**src/rtl/seq_alu_if.sv**
```systemverilog
// ----------------------------------------------------------------------------
// SeqAluIf -- operation bus between a requester and the sequential ALU.
//
// Parameter:
//    N       operand/result width in bits
//
// Signals:
//    start   requester -> ALU   operation request, sampled on rising clk
//    ALUSEL  requester -> ALU   3-bit opcode
//    AC      requester -> ALU   operand A (accumulator)
//    AR      requester -> ALU   operand B
//    q       ALU -> requester   registered result
//    done    ALU -> requester   one-cycle completion pulse
//    busy    ALU -> requester   multi-cycle operation in progress
//    C       ALU -> requester   carry/borrow/shift-out/overflow flag
//    Z       ALU -> requester   result-is-zero flag
//
// Modports:
//    master  the requester side (drives start/ALUSEL/AC/AR)
//    slave   the ALU side (drives q/done/busy/C/Z)
// ----------------------------------------------------------------------------
interface seq_alu_if #(
   parameter int N = 8
) ();

   logic          start;
   logic [2:0]    ALUSEL;
   logic [N-1:0]  AC;
   logic [N-1:0]  AR;
   logic [N-1:0]  q;
   logic          done;
   logic          busy;
   logic          C;
   logic          Z;

   modport master (
      output start, ALUSEL, AC, AR,
      input  q, done, busy, C, Z
   );

   modport slave (
      input  start, ALUSEL, AC, AR,
      output q, done, busy, C, Z
   );

endinterface

```
**src/rtl/seq_alu.sv**
```systemverilog
// ----------------------------------------------------------------------------
// seq_alu -- sequential ALU with single-cycle logic/arithmetic/shift ops and
// an optional multi-cycle shift-add multiplier.
//
// Parameter:
//    N       operand/result width in bits (N >= 4)
//
// Ports:
//    clk     single clock, all state updates on the rising edge
//    rst_n   asynchronous active-low reset
//    bus     seq_alu_if.slave: start/ALUSEL/AC/AR in, q/done/busy/C/Z out
//
// Opcodes (ALUSEL):
//    000 ADD  001 AND  010 SUB  011 OR  100 XOR  101 SHL  110 SHR  111 MUL
//
// Configuration macro:
//    SEQ_ALU_MUL_EN  when defined, opcode 111 is an N-cycle unsigned multiply
//                    (IDLE -> MULT -> IDLE). When undefined, no multiplier
//                    state is built and opcode 111 is a one-cycle pass of AC
//                    with C = 0; busy is then constantly 0.
// ----------------------------------------------------------------------------
module seq_alu #(
   parameter int N = 8
) (
   input logic    clk,
   input logic    rst_n,
   seq_alu_if.slave bus
);

   localparam int SW = $clog2(N);

   localparam logic [2:0] OP_ADD = 3'b000;
   localparam logic [2:0] OP_AND = 3'b001;
   localparam logic [2:0] OP_SUB = 3'b010;
   localparam logic [2:0] OP_OR  = 3'b011;
   localparam logic [2:0] OP_XOR = 3'b100;
   localparam logic [2:0] OP_SHL = 3'b101;
   localparam logic [2:0] OP_SHR = 3'b110;
   localparam logic [2:0] OP_MUL = 3'b111;

   // Registered outputs shared by both builds
   logic [N-1:0]  result_q;
   logic          carry_q;
   logic          zero_q;
   logic          done_q;

   // Single-cycle result computed straight from the bus operands so it can be
   // written on the accepting edge
   logic [N-1:0]  result_d;
   logic          carry_d;
   logic [N:0]    sumExt;
   logic [SW-1:0] shamt;
   logic [2*N-1:0] shlExt;
   logic [2*N-1:0] shrExt;

`ifdef SEQ_ALU_MUL_EN
   typedef enum logic {
      IDLE = 1'b0,
      MULT = 1'b1
   } state_t;

   state_t          state_q;
   logic [2*N-1:0]  acc_q;
   logic [2*N-1:0]  mcand_q;
   logic [N-1:0]    mplier_q;
   logic [SW-1:0]   count_q;
   logic [2*N-1:0]  acc_d;
   logic [N-1:0]    product_d;
   logic            overflow_d;
`endif

   // Combinational datapath for the one-cycle opcodes. Shifts are done on a
   // double-width vector so the last bit shifted out lands at a fixed
   // position (bit N for SHL, bit N-1 for SHR); a zero shift leaves that
   // position 0, which gives C = 0 for free.
   always_comb begin
      result_d = bus.AC;
      carry_d  = 1'b0;
      sumExt   = {1'b0, bus.AC} + {1'b0, bus.AR};
      shamt    = bus.AR[SW-1:0];
      shlExt   = {{N{1'b0}}, bus.AC} << shamt;
      shrExt   = {bus.AC, {N{1'b0}}} >> shamt;
      unique case (bus.ALUSEL)
         OP_ADD: begin
            result_d = sumExt[N-1:0];
            carry_d  = sumExt[N];
         end
         OP_AND: result_d = bus.AC & bus.AR;
         OP_SUB: begin
            result_d = bus.AC - bus.AR;
            carry_d  = (bus.AC < bus.AR);
         end
         OP_OR:  result_d = bus.AC | bus.AR;
         OP_XOR: result_d = bus.AC ^ bus.AR;
         OP_SHL: begin
            result_d = shlExt[N-1:0];
            carry_d  = shlExt[N];
         end
         OP_SHR: begin
            result_d = shrExt[2*N-1:N];
            carry_d  = shrExt[N-1];
         end
         OP_MUL: begin
            result_d = bus.AC;
            carry_d  = 1'b0;
         end
         default: begin
            result_d = bus.AC;
            carry_d  = 1'b0;
         end
      endcase
   end

`ifdef SEQ_ALU_MUL_EN
   // One shift-add step of the multiplier: add the (pre-shifted)
   // multiplicand when the current multiplier LSB is set. On the final step
   // this sum is the full 2N-bit product.
   always_comb begin
      acc_d      = acc_q + (mplier_q[0] ? mcand_q : {(2*N){1'b0}});
      product_d  = acc_d[N-1:0];
      overflow_d = |acc_d[2*N-1:N];
   end
`endif

   // Control FSM and all output registers. A request is only looked at in
   // IDLE, so starts during MULT fall on the floor and the in-flight
   // operands live in the multiplier registers, not on the bus.
   always_ff @(posedge clk or negedge rst_n) begin
      if (!rst_n) begin
         result_q <= '0;
         carry_q  <= 1'b0;
         zero_q   <= 1'b1;
         done_q   <= 1'b0;
`ifdef SEQ_ALU_MUL_EN
         state_q  <= IDLE;
         acc_q    <= '0;
         mcand_q  <= '0;
         mplier_q <= '0;
         count_q  <= '0;
`endif
      end else begin
         done_q <= 1'b0;
`ifdef SEQ_ALU_MUL_EN
         case (state_q)
            IDLE: begin
               if (bus.start) begin
                  if (bus.ALUSEL == OP_MUL) begin
                     acc_q    <= '0;
                     mcand_q  <= {{N{1'b0}}, bus.AC};
                     mplier_q <= bus.AR;
                     count_q  <= '0;
                     state_q  <= MULT;
                  end else begin
                     result_q <= result_d;
                     carry_q  <= carry_d;
                     zero_q   <= (result_d == '0);
                     done_q   <= 1'b1;
                  end
               end
            end
            MULT: begin
               acc_q    <= acc_d;
               mcand_q  <= mcand_q << 1;
               mplier_q <= mplier_q >> 1;
               count_q  <= count_q + 1'b1;
               // The N-th step after acceptance retires the product
               if (count_q == SW'(N - 1)) begin
                  result_q <= product_d;
                  carry_q  <= overflow_d;
                  zero_q   <= (product_d == '0);
                  done_q   <= 1'b1;
                  state_q  <= IDLE;
               end
            end
            default: state_q <= IDLE;
         endcase
`else
         if (bus.start) begin
            result_q <= result_d;
            carry_q  <= carry_d;
            zero_q   <= (result_d == '0);
            done_q   <= 1'b1;
         end
`endif
      end
   end

   // Output wiring; busy is a pure decode of the state register
   assign bus.q    = result_q;
   assign bus.C    = carry_q;
   assign bus.Z    = zero_q;
   assign bus.done = done_q;
`ifdef SEQ_ALU_MUL_EN
   assign bus.busy = (state_q == MULT);
`else
   assign bus.busy = 1'b0;
`endif

endmodule

```
**src/flat_wrapper.sv**
```systemverilog
// flat-port wrapper written by rule: the top's interface ports become plain ports
module seq_alu_flat 
#(
   parameter int N = 8
)
  (clk, rst_n, bus_start, bus_ALUSEL, bus_AC, bus_AR, bus_q, bus_done, bus_busy, bus_C, bus_Z);
  seq_alu_if #(.N(N)) bus_i ();
  input logic clk;
  input logic rst_n;
  input wire logic [$bits(bus_i.start)-1:0] bus_start;
  input wire logic [$bits(bus_i.ALUSEL)-1:0] bus_ALUSEL;
  input wire logic [$bits(bus_i.AC)-1:0] bus_AC;
  input wire logic [$bits(bus_i.AR)-1:0] bus_AR;
  output wire logic [$bits(bus_i.q)-1:0] bus_q;
  output wire logic [$bits(bus_i.done)-1:0] bus_done;
  output wire logic [$bits(bus_i.busy)-1:0] bus_busy;
  output wire logic [$bits(bus_i.C)-1:0] bus_C;
  output wire logic [$bits(bus_i.Z)-1:0] bus_Z;
  assign bus_i.start = bus_start;
  assign bus_i.ALUSEL = bus_ALUSEL;
  assign bus_i.AC = bus_AC;
  assign bus_i.AR = bus_AR;
  assign bus_q = bus_i.q;
  assign bus_done = bus_i.done;
  assign bus_busy = bus_i.busy;
  assign bus_C = bus_i.C;
  assign bus_Z = bus_i.Z;
  seq_alu #(.N(N)) u_core (.clk(clk), .rst_n(rst_n), .bus(bus_i));
endmodule
```
**config.mk**
```make
export PLATFORM = sky130hd
export DESIGN_NAME = seq_alu_flat
export DESIGN_NICKNAME = d
export VERILOG_FILES = /design/src/rtl/seq_alu_if.sv /design/src/rtl/seq_alu.sv /design/src/flat_wrapper.sv
export SDC_FILE = /design/constraint.sdc
export NUM_CORES = 1
export LEC_CHECK = 0
export CAP_MARGIN = 20
export CORE_MARGIN = 1
export CORE_UTILIZATION = 47
export CTS_BUF_LIST = sky130_fd_sc_hd__clkbuf_4 sky130_fd_sc_hd__clkbuf_8
export DETAILED_ROUTE_END_ITERATION = 10
export GPL_TIMING_DRIVEN = 0
export PLACE_DENSITY = 0.74
export SLEW_MARGIN = 20
export SYNTH_ARGS = -nofsm -noshare
export SYNTH_HDL_FRONTEND = slang
export SYNTH_SLANG_ARGS = --single-unit
```
**constraint.sdc**
```tcl
create_clock -name clk -period 0.8 [get_ports clk]
set_input_delay 0.12 -clock clk [delete_from_list [all_inputs] [get_ports clk]]
set_output_delay 0.12 -clock clk [all_outputs]
set_load 0.005 [all_outputs]
```
# ---- Word level (Yosys, flattened, before mapping)
# Cells that the tools add are included.
dict set report word_totals {
  ff_bits 11
  wordCells 24
}
dict set report op_classes {
  add_sub_neg 2
  order_cmp 1
  eq_ne 7
  n_shift 2
  n_mux 3
  n_bitwise 3
  reduce_logical 2
}
# operator count
set ops {}
lappend ops {{8-bit case mux with 8 select lines} 1}
lappend ops {{16-bit by 3-bit >> shifter with 16-bit output} 1}
lappend ops {{3-bit equality test (second input constant)} 4}
lappend ops {{8-bit by 8-bit adder with 9-bit output} 1}
lappend ops {{8-bit by 3-bit left shift with 9-bit output} 1}
lappend ops {{8-bit bitwise AND} 1}
lappend ops {{8-bit zero test} 1}
lappend ops {{8-bit less-than comparator} 1}
lappend ops {{8-bit OR} 1}
lappend ops {{8-bit subtractor} 1}
lappend ops {{8-bit bitwise XOR} 1}
lappend ops {{3-bit by 2-bit equality test with 1-bit output (second input constant)} 2}
lappend ops {{1-bit case mux with 4 select lines} 1}
lappend ops {{3-bit by 1-bit equality test with 1-bit output (second input constant)} 1}
lappend ops {{3-bit zero test} 1}
lappend ops {{1-bit 2-to-1 mux} 1}

# ---- Depth between registers and ports, before layout
dict set report depth {
  word_depth 3
  depth_mapped 11
  depth_no_buf 11
}

# ---- Worst setup path before layout
# OpenSTA, ideal clock, no wires.
dict set report synth_path {
  path_kind {input-to-reg}
  start {input bus_AR[1]}
  end {register u_core.zero_q (netlist: u_core.bus.Z)}
  setup_ps 97
  arrival_time_ps 2209
  t_required_ps 703
  setup_slack_ps -1506
  cell_stages 10
  path_buffers 2
  cell_sequence {buf_2 > buf_2 > inv_1 > fa_1 > a221o_1 > a22oi_1 > a41oi_1 > nor3_2 > nand3_1 > o41ai_2}
}
dict set report synth_via {
  elab_chain_len 3
  elab_cells_between_ends 9
  classes_between {add/sub: 2; shift: 2; mux: 1; bitwise: 3; reduce/logical: 1}
}
# element line
set synth_rtl {}
lappend synth_rtl {{start, declared} flat_wrapper.sv:13} ;# input wire logic [$bits(bus_i.AR)-1:0] bus_AR;
lappend synth_rtl {{8-bit subtractor (tied with other cells)} seq_alu.sv:90} ;# result_d = bus.AC - bus.AR;
lappend synth_rtl {{8-bit case mux with 8 select lines *} seq_alu.sv:83} ;# unique case (bus.ALUSEL)
lappend synth_rtl {{8-bit zero test *} seq_alu.sv:181} ;# zero_q <= (result_d == '0);
lappend synth_rtl {{end signal, assigned} seq_alu.sv:181}
lappend synth_rtl {{end, declared} seq_alu.sv:44} ;# logic zero_q;
# Mark *: on every way between the ends. The rest lies on a longest branch, timed or not.
# A chain may end at the register's enable or synchronous reset.

# ---- Final worst setup path
# Ends and elaborated chain as after synthesis.

==> flow_summary.yaml <==
cells_and_area:
  finish.utilization_pct: 76.34
  drive_above_1_share_pct: 48.18
  area_growth_syn_to_layout_pct: 56.14
  final_area_um2: 3630
  num_antenna_cells: 0
  final_nets: 407
  n_fill_cell: 337
yosys:
  synthFlopType: "dfrtp_1"
  yosys-top-cells-count: "inv_1 (28), ha_1 (25), nor2_1 (18), nand2_1 (17)"
  synth.avg_cell_area_um2: 8.273
  async_flop_share_pct: 100.0
  ys_ff_latch: 11
  synth-edff-count: 0
  syn-instance-count: 281
  yosysWarningCount: 0
  synth_top_area_share_pct: 13.46
  syn_area_um2: 2325
  ys_types: 63
  synth.most_common_cell: "inv_1"
  ys_seq_area_share_pct: 11.89
  synth.area.top_cells: "ha_1 (13%), dfrtp_1 (11%), mux4_1 (5.7%)"
  yosysTopAreaCell: "ha_1"
  synth_nets: 330
cts:
  cts_tree: "built"
  cts.sinks: 11
  path_clk_slew_ns: 0.05
  cts_made_buffers: 3
  worstSkewPairLatency_ns: 0.23
  cts_root_buf: "clkbuf_8"
  cts-htree-levels: 1
  clock_path_buffers: 2
  cts-hold-fix-buffers: 0
placed_design:
  gp_congestion: 0.9688
  dpl_cell_area_um2: 2957
  portBuffers: 32
  dp_hpwl_um: 5521
floorplan:
  top_level_ports: 34
  die_w_um: 72.33
  die_h_um: 72.33
  coreArea_um2: 4755
  dieArea_um2: 5232
  initial_core_util_pct: 48.89
  rows: 25
timing:
  fin_setup_tns_ns: -10.69
  fin_skew_ns: 0
  rsz0062_at_grt: "yes"
  clock.fmax_mhz: 507.1
  worst_pin_slew_ns: 0.6666
  final-setup-viol-count: 21
  drv_slew: 0
  timing.final.crit_share_pct: 246.5
  final_hold_viol_count: 0
  slew-limit-headroom_pct: 55.31
  setup_ws_ns: -1.172
  whs_ns: 0.2206
  period_minus_slack_ns: 1.972
grt:
  antenna_found_initial: 0
  grt_pass1_vias: 2551
  grt-ovfl-total: 0
  grt_start_max_net_pins: 13
  grt_pass1_wl_um: 12350
  grt_usage_pct: 30.58
pwr:
  power_switching_share_pct: 38.05
  power.switching_uw: 1359
  p_int_uw: 2212
  cellLeakagePower_uw: 0.001590
  p_total_uw: 3571
  powerDensity_nw_per_um2: 983.8
  seqPwrFrac_pct: 19.3
  pwr-share-clk_pct: 15.8
  ir_worst_vdd_uv: 570.1
  p_comb_share_pct: 64.8
detailed_routing:
  num_vias: 2710
  routed_via_density: 6.392
  drtIter0Drc: 226
  post-route-drc-count: 0
  first_pass_iters: 5
  wl_per_cell_um: 18.90
  ant_nets: 0
  routed_wl_um: 8012
run_status:
  status: "finished with violations"
  violations: "negative setup slack"
setup_path:
  arrival_ns: 2.10
  worst-setup-path-type: "in -> reg"
  crit_path_end_kind: "flip-flop"
  critical_path.startpoint_type: "primary input"
  cp.required_ns: 0.93
  cp_max_fo: 3
min_path:
  worstHoldPathType: "in -> async"
job:
  maxCapViolCount: 0
critical path, stage by stage:
cell,delay [ns]
buf_12,0.11
buf_12,0.11
buf_12,0.12
clkinv_8,0.05
fa_2,0.40
a221o_1,0.35
a22oi_2,0.19
a41oi_2,0.16
nor3_2,0.15
nand3_1,0.11
o41ai_2,0.22
cell families after synthesis:
logic type      share of synthesized area [%]
compound gates                          24.71
flops                                   11.89
other cells                            0.1613
mux                                     16.79
xor+xnor                                1.130
buf+inv                                 8.988
simple gates                            21.15
fa+ha+maj                               15.18
layout make-up:
class | instances | area, um^2 | share of cell area [%]
clock buffers | 4 | 48.80 | 1.344
plain buffers | 21 | 252.7 | 6.963
multi-input cells | 221 | 2236 | 61.60
well taps | 67 | 83.83 | 2.310
flip-flops and latches | 11 | 276.5 | 7.618
repair buffers | 72 | 596.8 | 16.44
inverters | 28 | 135.1 | 3.723
through the flow:
step	instances	setup slack, ns
after floorplan	281	-1.281
after global placement	380	-2.205
after detailed placement	380	-2.234
after CTS	420	-1.330
after global routing	424	-1.240
final	424	-1.172
cells in the final DEF, fill, tap and decap left out, drive strengths merged, types with 10 or more instances in the layout:
| cell | instances |
|---|---|
| buf | 73 |
| nand2b | 10 |
| inv | 27 |
| ha | 25 |
| a21oi | 11 |
| dfrtp | 10 |
| o21ai | 10 |
| nand2 | 17 |
| clkbuf | 15 |
| mux4 | 10 |
| nor2 | 18 |
state kept, by name, indices dropped and copies added, names as in the netlist:
register	count
u_core.bus.q	8
u_core.bus.C	1
u_core.bus.Z	1
u_core.bus.done	1
timing repair:
item | 4_1_cts | 5_1_grt
resized for setup | 206 | 19
pin swaps | 40 | 19
hold endpoints to repair | 0 | 0
cloned | 3 | 0
buffers inserted | 33 | 5
endpoints found under the setup margin | 21 | 21
path summary, 6_finish.rpt:
check,to,slack [ns],cells past startpoint,from
worst min register to register,u_core.bus.q[1],0.50,1,u_core.bus.q[1]
worst max-delay path,u_core.bus.Z,-1.17,11,bus_AR[1]
min in group clk,u_core.bus.done,0.47,1,bus_start
max in group asynchronous,u_core.bus.Z,0.23,1,rst_n
worst max register to register,u_core.bus.q[7],-0.07,2,u_core.bus.q[7]
worst min-delay path,u_core.bus.done,0.22,1,rst_n
power by group through the flow:
stage          registers, uW  clock network (uW)  logic (uW)
6_report                 691                 565        2310
5_1_grt                  699                 597        2450
4_1_cts                  689                 573        2140
3_5_place_dp             706                   0        1790
3_3_place_gp             704                   0        1770
2_1_floorplan            714                   0        1150
layer usage:
layer	wire [um]	up-vias	GRT usage, %	share of wire (%)
met1	3082	1298	38.77	38
met2	3871	176	51.30	48
met5	0	-	0	0
met4	238	0	11.55	3.0
met3	819	32	5.972	10
li1	-	1204	-	-
No activity file was read; power rests on OpenSTA's default activity.
